[config.mk]
export PLATFORM = sky130hd
export DESIGN_NAME = dmem_arbiter_flat
export DESIGN_NICKNAME = d
export VERILOG_FILES = /design/src/rtl/dmem_arb_pkg.sv /design/src/rtl/dmem_arbiter_if.sv /design/src/rtl/dmem_load_align.sv /design/src/rtl/dmem_arbiter.sv /design/src/flat_wrapper.sv
export SDC_FILE = /design/constraint.sdc
export NUM_CORES = 1
export LEC_CHECK = 0
export ABC_AREA = 1
export BUFFER_PORTS_ARGS = -buffer_cell sky130_fd_sc_hd__buf_2
export CAP_MARGIN = 20
export CORE_AREA = 2 2 132 134
export DETAILED_ROUTE_END_ITERATION = 16
export DIE_AREA = 0 0 134 136
export HOLD_SLACK_MARGIN = 0.08
export PLACE_DENSITY_LB_ADDON = 0.2
export SLEW_MARGIN = 25
export SYNTH_ARGS = -nofsm -noshare
export SYNTH_HDL_FRONTEND = slang
export SYNTH_HIERARCHICAL = 1
export SYNTH_SLANG_ARGS = --single-unit
[constraint.sdc]
create_clock -name clk -period 3.8 [get_ports clk]
set_input_delay 0.19 -clock clk [delete_from_list [all_inputs] [get_ports clk]]
set_output_delay 0.19 -clock clk [all_outputs]
set_load 0.1 [all_outputs]
[src/rtl/dmem_arb_pkg.sv]
// dmem_arb_pkg: shared size/master encodings, response record and lane-mask helper for dmem_arbiter.
package dmem_arb_pkg;
    typedef enum logic [1:0] {SZ_B = 2'd0, SZ_H = 2'd1, SZ_W = 2'd2} size_e;
    typedef enum logic {M0 = 1'b0, M1 = 1'b1} mid_e;
    typedef struct packed {
        logic       valid;
        mid_e       owner;
        logic [1:0] size;
        logic [1:0] off;
        logic       uns;
        logic       err;
        logic       is_load;
    } rsp_t;
    function automatic logic [3:0] lane_mask(input logic [1:0] size, input logic [1:0] off);
        return size == SZ_W ? 4'hF : size == SZ_H ? 4'b0011 << off : size == SZ_B ? 4'b0001 << off : 4'h0;
    endfunction
endpackage

[src/rtl/dmem_arbiter_if.sv]
// dmem_arbiter_if: one requester's request/grant/response bundle.
interface dmem_arbiter_if;
    logic        req, we, uns, gnt, rvalid, err;
    logic [1:0]  size;
    logic [31:0] addr, wdata, rdata;
    modport master(output req, we, size, uns, addr, wdata, input gnt, rvalid, rdata, err);
    modport slave(input req, we, size, uns, addr, wdata, output gnt, rvalid, rdata, err);
endinterface

[src/rtl/dmem_load_align.sv]
// dmem_load_align: extracts a byte/half/word lane from a RAM word and sign- or zero-extends it.
import dmem_arb_pkg::*;
module dmem_load_align (
    input  logic [31:0] word,
    input  logic [1:0]  off,
    input  logic [1:0]  size,
    input  logic        uns,
    output logic [31:0] data
);
    logic [7:0]  b;
    logic [15:0] h;
    always_comb begin
        b = 8'(word >> {off, 3'b000});
        h = off[1] ? word[31:16] : word[15:0];
        data = size == SZ_B ? {{24{b[7] & ~uns}}, b} : size == SZ_H ? {{16{h[15] & ~uns}}, h} : word;
    end
endmodule

[src/rtl/dmem_arbiter.sv]
// dmem_arbiter: two-master arbiter for the byte-lane data RAM; define DMEM_ARB_RR_EN for round-robin instead of fixed priority.
import dmem_arb_pkg::*;
module dmem_arbiter #(
    parameter logic [31:0] BASE_ADDR    = 32'h0000_0000,
    parameter int          AW           = 12,
    parameter int          STARVE_LIMIT = 8
) (
    input  logic           clk,
    input  logic           rst,
    dmem_arbiter_if.slave  m0,
    dmem_arbiter_if.slave  m1,
    output logic [3:0]     ram_w_en,
    output logic [31:0]    ram_w_addr,
    output logic [31:0]    ram_w_data,
    output logic           ram_r_en,
    output logic [31:0]    ram_r_addr,
    input  logic [31:0]    ram_r_data
);
    mid_e        win;
    logic        any, we, uns, legal, in_win;
    logic [1:0]  size;
    logic [31:0] addr, wdata, off_a, ld_data;
    rsp_t        rsp;
`ifdef DMEM_ARB_RR_EN
    mid_e ptr;
    assign win = (m0.req && m1.req) ? ptr : m1.req ? M1 : M0;
`else
    localparam int CW = $clog2(STARVE_LIMIT + 1);
    logic [CW-1:0] starve_cnt;
    assign win = (m1.req && (!m0.req || starve_cnt == CW'(STARVE_LIMIT))) ? M1 : M0;
`endif
    // gating with rst keeps every combinational enable low while reset is held
    assign any    = rst && (m0.req || m1.req);
    assign m0.gnt = any && win == M0;
    assign m1.gnt = any && win == M1;
    assign we     = win == M1 ? m1.we : m0.we;
    assign uns    = win == M1 ? m1.uns : m0.uns;
    assign size   = win == M1 ? m1.size : m0.size;
    assign addr   = win == M1 ? m1.addr : m0.addr;
    assign wdata  = win == M1 ? m1.wdata : m0.wdata;
    assign off_a  = addr - BASE_ADDR;
    assign in_win = addr >= BASE_ADDR && (off_a >> (AW + 2)) == 32'd0;
    assign legal  = in_win && size != 2'd3 && !(size == SZ_H && addr[0]) && !(size == SZ_W && addr[1:0] != 2'd0);
    assign ram_w_en   = (any && legal && we) ? lane_mask(size, addr[1:0]) : 4'h0;
    assign ram_w_addr = addr;
    assign ram_w_data = size == SZ_B ? {4{wdata[7:0]}} : size == SZ_H ? {2{wdata[15:0]}} : wdata;
    assign ram_r_en   = any && legal && !we;
    assign ram_r_addr = addr;
    always_ff @(posedge clk or negedge rst)
        if (!rst) begin
            rsp <= '0;
`ifdef DMEM_ARB_RR_EN
            ptr <= M0;
`else
            starve_cnt <= '0;
`endif
        end else begin
            rsp <= '{valid: any, owner: win, size: size, off: addr[1:0], uns: uns, err: !legal, is_load: !we};
`ifdef DMEM_ARB_RR_EN
            if (any) ptr <= win == M0 ? M1 : M0;
`else
            if (m1.gnt || !m1.req) starve_cnt <= '0;
            else if (m0.gnt) starve_cnt <= starve_cnt + 1'b1;
`endif
        end
    dmem_load_align u_align (.word(ram_r_data), .off(rsp.off), .size(rsp.size), .uns(rsp.uns), .data(ld_data));
    // the response register always drives outputs, even while a new grant overwrites it
    assign m0.rvalid = rsp.valid && rsp.owner == M0;
    assign m1.rvalid = rsp.valid && rsp.owner == M1;
    assign m0.err    = m0.rvalid && rsp.err;
    assign m1.err    = m1.rvalid && rsp.err;
    assign m0.rdata  = (m0.rvalid && rsp.is_load && !rsp.err) ? ld_data : 32'h0;
    assign m1.rdata  = (m1.rvalid && rsp.is_load && !rsp.err) ? ld_data : 32'h0;
endmodule

[src/flat_wrapper.sv]
// flat-port wrapper written by rule: the top's interface ports become plain ports
module dmem_arbiter_flat 
#(
    parameter logic [31:0] BASE_ADDR    = 32'h0000_0000,
    parameter int          AW           = 12,
    parameter int          STARVE_LIMIT = 8
)
  (clk, rst, ram_w_en, ram_w_addr, ram_w_data, ram_r_en, ram_r_addr, ram_r_data, m0_req, m0_we, m0_size, m0_uns, m0_addr, m0_wdata, m0_gnt, m0_rvalid, m0_rdata, m0_err, m1_req, m1_we, m1_size, m1_uns, m1_addr, m1_wdata, m1_gnt, m1_rvalid, m1_rdata, m1_err);
  dmem_arbiter_if m0_i ();
  dmem_arbiter_if m1_i ();
  input  logic clk;
  input  logic rst;
  output logic [3:0] ram_w_en;
  output logic [31:0] ram_w_addr;
  output logic [31:0] ram_w_data;
  output logic ram_r_en;
  output logic [31:0] ram_r_addr;
  input  logic [31:0] ram_r_data;
  input wire logic [$bits(m0_i.req)-1:0] m0_req;
  input wire logic [$bits(m0_i.we)-1:0] m0_we;
  input wire logic [$bits(m0_i.size)-1:0] m0_size;
  input wire logic [$bits(m0_i.uns)-1:0] m0_uns;
  input wire logic [$bits(m0_i.addr)-1:0] m0_addr;
  input wire logic [$bits(m0_i.wdata)-1:0] m0_wdata;
  output wire logic [$bits(m0_i.gnt)-1:0] m0_gnt;
  output wire logic [$bits(m0_i.rvalid)-1:0] m0_rvalid;
  output wire logic [$bits(m0_i.rdata)-1:0] m0_rdata;
  output wire logic [$bits(m0_i.err)-1:0] m0_err;
  input wire logic [$bits(m1_i.req)-1:0] m1_req;
  input wire logic [$bits(m1_i.we)-1:0] m1_we;
  input wire logic [$bits(m1_i.size)-1:0] m1_size;
  input wire logic [$bits(m1_i.uns)-1:0] m1_uns;
  input wire logic [$bits(m1_i.addr)-1:0] m1_addr;
  input wire logic [$bits(m1_i.wdata)-1:0] m1_wdata;
  output wire logic [$bits(m1_i.gnt)-1:0] m1_gnt;
  output wire logic [$bits(m1_i.rvalid)-1:0] m1_rvalid;
  output wire logic [$bits(m1_i.rdata)-1:0] m1_rdata;
  output wire logic [$bits(m1_i.err)-1:0] m1_err;
  assign m0_i.req = m0_req;
  assign m0_i.we = m0_we;
  assign m0_i.size = m0_size;
  assign m0_i.uns = m0_uns;
  assign m0_i.addr = m0_addr;
  assign m0_i.wdata = m0_wdata;
  assign m0_gnt = m0_i.gnt;
  assign m0_rvalid = m0_i.rvalid;
  assign m0_rdata = m0_i.rdata;
  assign m0_err = m0_i.err;
  assign m1_i.req = m1_req;
  assign m1_i.we = m1_we;
  assign m1_i.size = m1_size;
  assign m1_i.uns = m1_uns;
  assign m1_i.addr = m1_addr;
  assign m1_i.wdata = m1_wdata;
  assign m1_gnt = m1_i.gnt;
  assign m1_rvalid = m1_i.rvalid;
  assign m1_rdata = m1_i.rdata;
  assign m1_err = m1_i.err;
  dmem_arbiter #(.BASE_ADDR(BASE_ADDR), .AW(AW), .STARVE_LIMIT(STARVE_LIMIT)) u_core (.clk(clk), .rst(rst), .m0(m0_i), .m1(m1_i), .ram_w_en(ram_w_en), .ram_w_addr(ram_w_addr), .ram_w_data(ram_w_data), .ram_r_en(ram_r_en), .ram_r_addr(ram_r_addr), .ram_r_data(ram_r_data));
endmodule
# ---- Yosys cells after proc, flatten, opt, wreduce, memory -nomap -nowiden
# Cells that the tools add are included.
dict set report totals {
  ff_bits 13
  out_inout_bits 171
  input_bits 172
  word_cells 78
}
dict set report op_classes {
  shift 3
  reduce_logical 36
  eq_ne 5
  bitwise_logic 5
  n_mux 19
  order_cmp 1
  n_addsub 1
}
# cell count
set op_table {}
lappend op_table {{two-way mux 32 bit} 8}
lappend op_table {{greater-or-equal comparator 32 x 1 -> 1 bit, second input constant} 1}
lappend op_table {{zero test 32 bit} 1}
lappend op_table {{>> shifter 32 x 5 -> 8 bit} 1}
lappend op_table {{two-way mux 4 bit} 6}
lappend op_table {{logical AND 1 bit} 21}
lappend op_table {{two-way mux 16 bit} 1}
lappend op_table {{zero test 1 bit} 7}
lappend op_table {{adder 4 x 1 -> 4 bit, second input constant} 1}
lappend op_table {{equality test 2 x 1 -> 1 bit, second input constant} 2}
lappend op_table {{equality test 4 bit, second input constant} 1}
lappend op_table {{zero test 2 bit} 2}
lappend op_table {{nonzero test 2 bit} 2}
lappend op_table {{left shift 1 x 2 -> 4 bit, first input constant} 1}
lappend op_table {{left shift 2 x 2 -> 4 bit, first input constant} 1}
lappend op_table {{logical OR 1 bit} 3}
lappend op_table {{two-way mux 1 bit} 3}
lappend op_table {{inverter 1 bit} 3}
lappend op_table {{AND 1 bit} 2}
lappend op_table {{equality test 2 bit, second input constant} 1}
lappend op_table {{two-way mux 2 bit} 1}
lappend op_table {{inequality test 2 bit, second input constant} 1}

# ---- Logic depth before layout (Yosys ltp)
dict set report depth {
  ltp_word 13
  depth_mapped 15
  mapped_depth_nobuf 15
}

# ---- Cells and area by module
# The synthesis kept the hierarchy.
# mod cells_per_inst area_each_um2 instances seq_area_each_um2
set modules_own_cells {}
lappend modules_own_cells {dmem_arbiter 489 2736.4 1 325.3}
lappend modules_own_cells {dmem_load_align 246 1107.3 1 0.0}

# ---- Worst setup path before layout
# Ideal clock, no wire load.
dict set report synth_timing {
  path_type {flip-flop to output port}
  startpoint {reg u_core.starve_cnt[0]}
  endpoint {out ram_w_data[17]}
  slack_ns -0.003
  path_buffers 3
  t_arrival_ns 3.613
  required_ns 3.610
  path_stages_with_launch 13
  path_cell_list {dfrtp_1 inv_1 ha_1 nand3_2 nand2_4 nand2_4 buf_6 buf_12 buf_6 mux2i_1 inv_1 nor2_1 a31oi_1}
}
dict set report synth_via {
  elab_chain_cells 8
  elab_cells_between_ends 10
}
# item line
set synth_lines {}
lappend synth_lines {{start: declaration} dmem_arbiter.sv:29} ;# logic [CW-1:0] starve_cnt;
lappend synth_lines {{start signal: assignment} dmem_arbiter.sv:63} ;# else if (m0.gnt) starve_cnt <= starve_cnt + 1'b1;
lappend synth_lines {{equality test 4 bit *} dmem_arbiter.sv:30} ;# assign win = (m1.req && (!m0.req || starve_cnt == CW'(STARVE_LIMIT))) ? M1 : M0;
lappend synth_lines {{logical OR 1 bit *} dmem_arbiter.sv:30}
lappend synth_lines {{logical AND 1 bit *} dmem_arbiter.sv:30}
lappend synth_lines {{two-way mux 1 bit *} dmem_arbiter.sv:30}
lappend synth_lines {{two-way mux 2 bit} dmem_arbiter.sv:38} ;# assign size = win == M1 ? m1.size : m0.size;
lappend synth_lines {{equality test 2 x 1 -> 1 bit} dmem_arbiter.sv:46} ;# assign ram_w_data = size == SZ_B ? {4{wdata[7:0]}} : size == SZ_H ? {2{wdata[15:0]}} : wdata;
lappend synth_lines {{two-way mux 32 bit} dmem_arbiter.sv:46}
lappend synth_lines {{two-way mux 32 bit *} dmem_arbiter.sv:46}
lappend synth_lines {{end: declaration} flat_wrapper.sv:15} ;# output logic [31:0] ram_w_data;
# Mark *: on every way between the ends. The rest lies on a longest branch, timed or not.

# ---- Worst setup path after layout
dict set report layout_timing {
  startpoint {reg u_core.starve_cnt[0]}
  endpoint {out ram_w_en[0]}
}
dict set report layout_via {
  elab_chain_cells 13
  elab_cells_between_ends 30
}
# item line
set layout_lines {}
lappend layout_lines {{equality test 4 bit *} dmem_arbiter.sv:30}
lappend layout_lines {{logical OR 1 bit *} dmem_arbiter.sv:30}
lappend layout_lines {{logical AND 1 bit *} dmem_arbiter.sv:30}
lappend layout_lines {{two-way mux 1 bit *} dmem_arbiter.sv:30}
lappend layout_lines {{two-way mux 32 bit / two-way mux 2 bit (equally long branches)} {dmem_arbiter.sv:39, dmem_arbiter.sv:38}}
lappend layout_lines {{greater-or-equal comparator 32 x 1 -> 1 bit, or another cell as far along} dmem_arbiter.sv:42} ;# assign in_win = addr >= BASE_ADDR && (off_a >> (AW + 2)) == 32'd0;
lappend layout_lines {{logical AND 1 bit, on equally long branches} {dmem_arbiter.sv:42, dmem_arbiter.sv:43}}
lappend layout_lines {{logical AND 1 bit / zero test 1 bit (equally long branches)} dmem_arbiter.sv:43} ;# assign legal = in_win && size != 2'd3 && !(size == SZ_H && addr[0]) && !(size == SZ_W && addr[1:0] != 2'd0);
lappend layout_lines {{logical AND 1 bit (2 in series)} dmem_arbiter.sv:43}
lappend layout_lines {{logical AND 1 bit (2 in series)} dmem_arbiter.sv:44} ;# assign ram_w_en = (any && legal && we) ? lane_mask(size, addr[1:0]) : 4'h0;
lappend layout_lines {{two-way mux 4 bit *} dmem_arbiter.sv:44}
lappend layout_lines {{end: declaration} flat_wrapper.sv:13} ;# output logic [3:0] ram_w_en;
# Marked as above.

==> metrics.yaml <==
detailed_routing:
  final_antenna_net_count: 0
  drt_wl_total_um: 17700
  vias: 5268
  wl_per_cell_um: 14.3
  drt_iter0_markers: 238
  dr.pass1.iters: 5
  route.detailed.drc: 0
  avgViaCountPerCell: 4.24
logic_synthesis:
  synth_xor_area_frac: 0.00456
  synth-main-ff-cell: "dfrtp_1"
  syn_area_um2: 3840
  synth-seq-area-share: 0.0846
  avgSynthCellArea_um2: 5.23
  synthSimpleGateAreaFrac: 0.508
  synth.most_common_cell: "nand2_1"
  ys_types: 39
  synth.top_cell.area_share: 0.249
  synthArstFlopShare: 1.00
  synth_top_family_by_area: "simple AND/OR/NAND/NOR gates"
  synth.net_count: 913
  synth-edff-count: 0
  yosysTopAreaCell: "nand2_1"
  synth_commonest_cells: "nand2_1, inv_1, nor2_1"
  yosys_warnings: 6
  synth.area.mux_share: 0.0391
  synth_compound_area_frac: 0.0742
  syn_inst: 735
  synth_fa_ha_area_frac: 0.0195
  synth-seq-cells: 13
  ys_top_cells_by_area: "nand2_1, inv_1, nor2_1"
power_and_ir_drop:
  ir_drop_v: 0.000327
  leakagePower_nw: 3.89
  power.density_nw_per_um2: 309
global_route:
  grtUsageTotal: 0.182
  grt_pass1_wl_um: 26300
  grt_max_degree: 55
  antenna_found_initial: 0
  grt_overflow_total: 0
  grt_pass1_vias: 4903
clock_tree:
  cts_made_buffers: 3
  postCtsSetupRepairBufs: 0
  cts_max_level: 1
  clock_path_buffers: 2
  root_buffer: "clkbuf_16"
  clk_pin_slew_ns: 0.05
  clkLatencyLatePin_ns: 0.24
  clkSinkCount: 13
  cts_tree: "built"
place:
  place_congestion: 0.851
  hpwl_um: 14900
  dpl_cell_area_um2: 5800
  portBuffers: 342
  place_inst: 1236
sta:
  finalHoldViolations: 0
  fin_setup_tns_ns: 0
  finalSetupViolations: 0
  fin_skew_ns: 0.00125
  min_period_over_period: 0.854
  slew_viol_final: 0
  rsz0062_at_grt: "no"
  worstMarginPinSlew_ns: 0.875
  relSlewSlack: 0.416
  clock.fmax_mhz: 308
  period_minus_slack_ns: 3.24
  holdWs_ns: 0.170
critical_path:
  crit_path_max_fanout: 24
  required_ns: 3.61
  cp-start-kind: "flop"
  arrival_ns: 3.05
  critPathKind: "flop to primary output"
  cp-end-kind: "primary output"
die:
  start_util: 0.228
  num_rows: 48
  die_width_um: 134
  core_um2: 16900
  ioPinCount: 343
  die-area_um2: 18200
  die_h_um: 136
layout:
  syn_to_final_growth_pct: 53.3
  fin_nets: 1195
  final_cell_area_um2: 5890
  drive_gt1_frac: 0.392
  fin_cells: 1242
  fill_cells: 1968
  fin_util: 0.349
hold_path:
  hold_path_class: "primary input to flop"
run_status:
  outcome: "completed"
run:
  drv_cap: 0
-- report_power, final --
part	switching (mW)	leakage [nW]	internal [mW]
Sequential	0.0195	0.158	0.146
Combinational	1.11	3.69	0.340
Clock	0.0568	0.0382	0.141
-- state kept, by name, indices dropped and copies added, names as in the netlist --
name / count
u_core/starve_cnt: 4
u_core/rsp: 9
-- repair_timing --
action                                 in CTS  in global routing
hold buffers                                1                  0
gates resized for setup                     0                  0
endpoints found under the hold margin      13                  0
-- path summary, 6_finish.rpt --
| check | start | to | slack [ns] | cells after the start |
|---|---|---|---|---|
| max in group asynchronous | rst | u_core/starve_cnt[2]$_DFFE_PN0P_ | 3.15 | 2 |
| min in group asynchronous | rst | u_core/rsp[7]$_DFF_PN0_ | 0.40 | 2 |
| min | m0_uns | u_core/rsp[2]$_DFF_PN0_ | 0.17 | 3 |
| min reg2reg | u_core/starve_cnt[1]$_DFFE_PN0P_ | u_core/starve_cnt[1]$_DFFE_PN0P_ | 0.61 | 2 |
| max reg2reg | u_core/starve_cnt[0]$_DFFE_PN0P_ | u_core/rsp[1]$_DFF_PN0_ | 1.32 | 14 |
| max | u_core/starve_cnt[0]$_DFFE_PN0P_ | ram_w_en[0] | 0.56 | 16 |
-- cells in the final DEF, fill, tap and decap left out --
cell	count
buf_2	316
nand2_1	255
inv_1	135
nor2_1	91
nand3_1	41
buf_12	27
o21ai_0	25
mux2i_1	15
nand3b_1	15
dfrtp_1	13
nand2_2	11
or2_2	9
o221ai_1	8
a31oi_2	6
ha_1	6
inv_2	4
nand2_4	4
nor2_2	4
buf_4	4
clkbuf_16	3
o21ai_1	3
nand3_2	2
nand4_1	2
xor2_1	2
nor2_4	2
diode_2	1
clkbuf_1	1
dlygate4sd3_1	1
o31ai_1	1
a31oi_1	1
o21ai_2	1
nand4_2	1
o21bai_1	1
nor3_2	1
nor3_1	1
nor2_8	1
nand4_4	1
nand3_4	1
a22oi_1	1
-- per-layer routing --
layer	part of all wire	up-vias	GRT usage
met5	0	-	0
met4	0.0026	0	0.0160
met3	0.080	4	0.0343
met2	0.53	216	0.363
met1	0.38	2319	0.207
li1	-	2729	-
-- cell families after synthesis --
family | Yosys count
compound gates | 47
xor+xnor | 2
fa+ha+maj | 6
buf+inv | 210
flops | 13
mux | 15
simple gates | 442
-- stage by stage --
stage	setup WS [ns]	total power, mW
6_report	0.556	1.82
5_1_grt	0.279	1.91
4_1_cts	0.517	1.84
3_5_place_dp	0.784	1.63
3_3_place_gp	0.841	1.63
2_1_floorplan	0.0423	1.29
-- final cells by class --
class	instances	area [µm²]	area share
multi-input cells	512	2520	0.428
flip-flops and latches	13	325	0.0552
well taps	225	282	0.0478
inverters	139	522	0.0886
repair buffers	348	2160	0.367
diodes	1	2.50	0.000425
clock buffers	4	78.8	0.0134
-- worst max-delay path, cell delays in order (launching register included) --
cell,delay [ns]
dfrtp_1,0.36
inv_1,0.08
ha_1,0.21
nand3_2,0.09
nand2_4,0.16
nand2_4,0.31
inv_1,0.09
or2_2,0.29
o21ai_2,0.09
ha_1,0.20
inv_1,0.04
nand3_1,0.07
nand3_1,0.08
nor2_2,0.12
nand4_2,0.15
nor2_1,0.24
buf_12,0.21
No activity file was read; power rests on OpenSTA's default activity.
